$ cat config.mk
export PLATFORM = sky130hd
export DESIGN_NAME = serial_frame_sender
export DESIGN_NICKNAME = d
export VERILOG_FILES = /design/src/rtl/serial_frame_sender.sv
export SDC_FILE = /design/constraint.sdc
export NUM_CORES = 1
export LEC_CHECK = 0
export CORE_ASPECT_RATIO = 1.1
export CORE_MARGIN = 2
export CORE_UTILIZATION = 65
export CTS_BUF_LIST = sky130_fd_sc_hd__clkbuf_8
export DETAILED_ROUTE_END_ITERATION = 12
export DONT_BUFFER_PORTS = 1
export PLACE_DENSITY = 0.81
export SLEW_MARGIN = 20
export SYNTH_ARGS = -nofsm -noshare
export SYNTH_HDL_FRONTEND = slang
export SYNTH_SLANG_ARGS = --single-unit
export TNS_END_PERCENT = 100
$ cat constraint.sdc
create_clock -name clk -period 3.19 [get_ports clk]
set_clock_uncertainty 0.2 [all_clocks]
set_input_delay 0.319 -clock clk [delete_from_list [all_inputs] [get_ports clk]]
set_output_delay 0.319 -clock clk [all_outputs]
set_load 0.1 [all_outputs]
$ cat src/rtl/serial_frame_sender.sv
// Single-wire frame serializer: start bit, 2-bit port, 4-bit length, then N payload bits MSB first.
// The line idles high and advances one bit per clkEn strobe.
module serial_frame_sender #(
    parameter int unsigned MAX_LEN = 15
) (
    input  logic               clk,
    input  logic               rst,
    input  logic               clkEn,
    input  logic               start,
    input  logic [1:0]         portSel,
    input  logic [3:0]         dataLen,
    input  logic [MAX_LEN-1:0] dataIn,
    output logic               SerOut,
    output logic               busy,
    output logic               ready,
    output logic               done
);

    localparam logic [2:0] S_IDLE  = 3'd0;
    localparam logic [2:0] S_START = 3'd1;
    localparam logic [2:0] S_PORT  = 3'd2;
    localparam logic [2:0] S_LEN   = 3'd3;
    localparam logic [2:0] S_DATA  = 3'd4;

    logic [2:0]         state_q, state_d;
    logic [3:0]         bit_cnt_q, bit_cnt_d;
    logic [MAX_LEN-1:0] sh_q, sh_d;
    logic [3:0]         len_q, len_d;
    logic [1:0]         port_q, port_d;
    logic               ser_q, ser_d;
    logic               busy_q, busy_d;
    logic               ready_q, ready_d;
    logic               done_q, done_d;
    logic [3:0]         cnt_m1_s;
    logic [3:0]         len_m1_s;

    assign cnt_m1_s = bit_cnt_q - 4'd1;
    assign len_m1_s = len_q - 4'd1;

    // Next-state logic; bit_cnt_q holds the index of the bit currently on the line.
    always_comb begin
        state_d   = state_q;
        bit_cnt_d = bit_cnt_q;
        sh_d      = sh_q;
        len_d     = len_q;
        port_d    = port_q;
        ser_d     = ser_q;
        done_d    = 1'b0;
        if (clkEn) begin
            case (state_q)
                S_IDLE: begin
                    if (start) begin
                        port_d    = portSel;
                        len_d     = dataLen;
                        sh_d      = dataIn;
                        ser_d     = 1'b0;
                        bit_cnt_d = 4'd0;
                        state_d   = S_START;
                    end else begin
                        ser_d = 1'b1;
                    end
                end
                S_START: begin
                    ser_d     = port_q[1];
                    bit_cnt_d = 4'd1;
                    state_d   = S_PORT;
                end
                S_PORT: begin
                    if (bit_cnt_q != 4'd0) begin
                        ser_d     = port_q[0];
                        bit_cnt_d = 4'd0;
                    end else begin
                        ser_d     = len_q[3];
                        bit_cnt_d = 4'd3;
                        state_d   = S_LEN;
                    end
                end
                S_LEN: begin
                    if (bit_cnt_q != 4'd0) begin
                        ser_d     = len_q[cnt_m1_s[1:0]];
                        bit_cnt_d = cnt_m1_s;
                    end else if (len_q == 4'd0) begin
                        ser_d     = 1'b1;
                        done_d    = 1'b1;
                        bit_cnt_d = 4'd0;
                        state_d   = S_IDLE;
                    end else begin
                        ser_d     = sh_q[len_m1_s];
                        bit_cnt_d = len_m1_s;
                        state_d   = S_DATA;
                    end
                end
                S_DATA: begin
                    if (bit_cnt_q != 4'd0) begin
                        ser_d     = sh_q[cnt_m1_s];
                        bit_cnt_d = cnt_m1_s;
                    end else begin
                        ser_d     = 1'b1;
                        done_d    = 1'b1;
                        bit_cnt_d = 4'd0;
                        state_d   = S_IDLE;
                    end
                end
                default: begin
                    ser_d     = 1'b1;
                    bit_cnt_d = 4'd0;
                    state_d   = S_IDLE;
                end
            endcase
        end else begin
            done_d = 1'b0;
        end
        busy_d  = (state_d != S_IDLE);
        ready_d = ~busy_d;
    end

    // State and output registers with synchronous active-low reset.
    always_ff @(posedge clk) begin
        if (!rst) begin
            state_q   <= S_IDLE;
            bit_cnt_q <= 4'd0;
            sh_q      <= '0;
            len_q     <= 4'd0;
            port_q    <= 2'd0;
            ser_q     <= 1'b1;
            busy_q    <= 1'b0;
            ready_q   <= 1'b1;
            done_q    <= 1'b0;
        end else begin
            state_q   <= state_d;
            bit_cnt_q <= bit_cnt_d;
            sh_q      <= sh_d;
            len_q     <= len_d;
            port_q    <= port_d;
            ser_q     <= ser_d;
            busy_q    <= busy_d;
            ready_q   <= ready_d;
            done_q    <= done_d;
        end
    end

    assign SerOut = ser_q;
    assign busy   = busy_q;
    assign ready  = ready_q;
    assign done   = done_q;

endmodule

==> impl_metrics.tcl <==
set metrics [dict create \
    status "finished clean" \
    hold_viol 0 \
    start_util 0.697 \
    wl_per_cell_um 16.4 \
    ys_ff_latch 32 \
    rows 20 \
    crit_slowest_cell "mux4_1" \
    wl_met1_um 1850 \
    areaGrowthSynthToFinish_pct 12.7 \
    grt_pass1_wl_um 7380 \
    critPathLaunchType "register" \
    whs_ns 0.000501 \
    post-route-period-util 0.849 \
    clock-sinks 32 \
    dr.pass1.iters 4 \
    seqCellArea_um2 641 \
    cts_buffer_depth 2 \
    die_area_um2 3460 \
    synth-main-ff-cell "dfxtp_1" \
    power_density_nw_per_um2 433 \
    min_period_ns 2.71 \
    antenna_found_initial 0 \
    synth_top_area_frac 0.328 \
    hold_class "input pin to register" \
    first_iter_violations 73 \
    min_to "len_q[0]" \
    io_pins 29 \
    r2r_start "bit_cnt_q[0]" \
    netlist.top_cell.by_area "dfxtp_1" \
    wl_met2_um 2280 \
    root_buffer "clkbuf_8" \
    place_area_um2 1880 \
    routed_wl_um 4530 \
    cts_tree "built" \
    worstRegToRegCells 7 \
    finalSetupTns_ns 0 \
    insertion_delay_ns 0.29 \
    grt-ovfl-total 0 \
    power.leakage_nw 0.817 \
    ys_async_sr_fraction 0 \
    fillCellCount 189 \
    ir_drop_v 0.000480 \
    rrSetupSlack_ns 0.48 \
    worstHoldPathCells 2 \
    relSlewSlack 0.380 \
    cpPeakStageDelay_ns 0.60 \
    place_congestion 0.931 \
    dieWidth_um 56.3 \
    synthCells 232 \
    wl_met3_um 257 \
    endpoint_kind "register" \
    max_freq_mhz 369 \
    drive_gt1_frac 0.0820 \
    numCtsBuffers 5 \
    viasPerCell 6.17 \
    grtUsageTotal 0.285 \
    clkTransAtPathRegs_ns 0.07 \
    num_antenna_cells 0 \
    hold_start "dataLen[0]" \
    synth.avg_cell_area_um2 8.42 \
    grt_pass1_vias 1598 \
    layout_commonest_cell "nand2_1" \
    required_ns 3.16 \
    synth_nets 260 \
    core_region_area_um2 2800 \
    io_buffers 0 \
    die_h_um 61.5 \
    criticalPathCategory "register to register" \
    worst-path-max-fanout 9 \
    place_hpwl_um 2880 \
    mostFrequentLayoutCells "nand2_1 (56), dfxtp_1 (32), dlygate4sd3_1 (22)" \
    setup_viol 0 \
    multi_input_area_um2 1150 \
    drc_errors 0 \
    ys.warnings.count 0 \
    h-tree-depth 2 \
    nets 272 \
    synthDistinctLibCells 47 \
    synth_area_um2 1950 \
    grt_setup_unrepaired "false" \
    dr.max_layer_used "met4" \
    yosys-top-cells-area "dfxtp_1 (33%), nand2_1 (11%), a21boi_0 (8.1%), mux4_2 (6.9%), mux2i_1 (3.6%)" \
    num_vias 1710 \
    slew_violations 0 \
    seq_area_frac_synth 0.328 \
    postLayoutCellArea_um2 2200 \
    synth_edf_count 0 \
    cp.arrival_ns 2.68 \
    worst_pin_slew_ns 0.928 \
    regToRegEndpoint "SerOut" \
    ant_nets 0 \
    max_cap_violations 0 \
    crit_path_cell_trace "inv_1, ha_1, mux4_1, nand3_1, o21ai_1, a221oi_2, o22ai_1" \
    grt_max_degree 28 \
]
[per-layer routing]
metal / vias to the layer above / track usage
met5: - / 0
met4: 0 / 0.170
met3: 15 / 0.0735
met2: 71 / 0.499
met1: 794 / 0.322
li1: 830 / -
[layout make-up]
class | count | area share
well taps | 33 | 0.0188
repair buffers | 23 | 0.103
inverters | 12 | 0.0205
clock buffers | 7 | 0.0438
flip-flops and latches | 32 | 0.291
multi-input cells | 170 | 0.522
[critical path: cells and delay by family, from the launching register on]
| family | cells | cell delay, ns |
|---|---|---|
| mux | 1 | 0.60 |
| flops | 1 | 0.58 |
| fa+ha+maj | 1 | 0.49 |
| compound gates | 3 | 0.47 |
| buf+inv | 1 | 0.15 |
| simple gates | 1 | 0.10 |
[sequential cells by signal, indices dropped and copies added, names as in the netlist]
signal,count
port_q,2
done,1
state_q,3
busy,1
ready,1
len_q,4
bit_cnt_q,4
SerOut,1
sh_q,15
[cell families (layout without fill, tap and decap cells)]
kind of cell,after synthesis,after routing,share of synthesized area
simple gates,92,92,0.225
compound gates,55,55,0.198
flops,32,32,0.328
buf+inv,30,42,0.0833
mux,15,15,0.124
xor+xnor,5,5,0.0224
fa+ha+maj,3,3,0.0192
[through the flow]
stage	total power, W	util	cells	worst slack [ns]
after floorplan	0.000585	-	232	0.894
after global placement	0.000592	0.672	248	0.615
after detailed placement	0.000598	0.672	248	0.517
after CTS	0.000950	0.785	277	0.504
after global routing	0.000990	0.785	277	0.327
final	0.000953	0.785	277	0.481
[worst max path at each step]
stage / from / end / depth (start not counted)
2_1_floorplan: bit_cnt_q[0] / SerOut / 9
3_3_place_gp: bit_cnt_q[0] / SerOut / 7
3_5_place_dp: bit_cnt_q[0] / SerOut / 7
4_1_cts: bit_cnt_q[0] / SerOut / 7
5_1_grt: bit_cnt_q[0] / SerOut / 7
6_report: bit_cnt_q[0] / SerOut / 7
[cell usage after synthesis (2+ instances only)]
cell type,count
buf_4,2
nor3b_1,3
xnor2_1,4
a21oi_1,4
nand2_1,56
a31oi_1,2
and3_1,2
nor2b_1,4
dfxtp_1,32
mux2i_1,7
and2_1,2
o211ai_1,2
nand3b_1,2
a22oi_1,2
buf_6,3
nor3_1,3
buf_2,8
mux4_2,6
inv_1,12
nor2_1,6
o21ai_0,9
clkbuf_1,4
a21boi_0,21
o22ai_1,5
nand3_1,7
ha_1,3
[power by group]
part / internal [W] / switching [W]
logic: 0.0000754 / 0.0000816
clock network: 0.000192 / 0.000143
registers: 0.000419 / 0.0000424
[what timing repair did]
action                                 CTS  global route
endpoints found under the hold margin   27             0
buffers inserted                         0             0
gates resized for setup                  0             0
hold buffers                            22             0
Note: power is estimated with default switching activity, not from simulation.
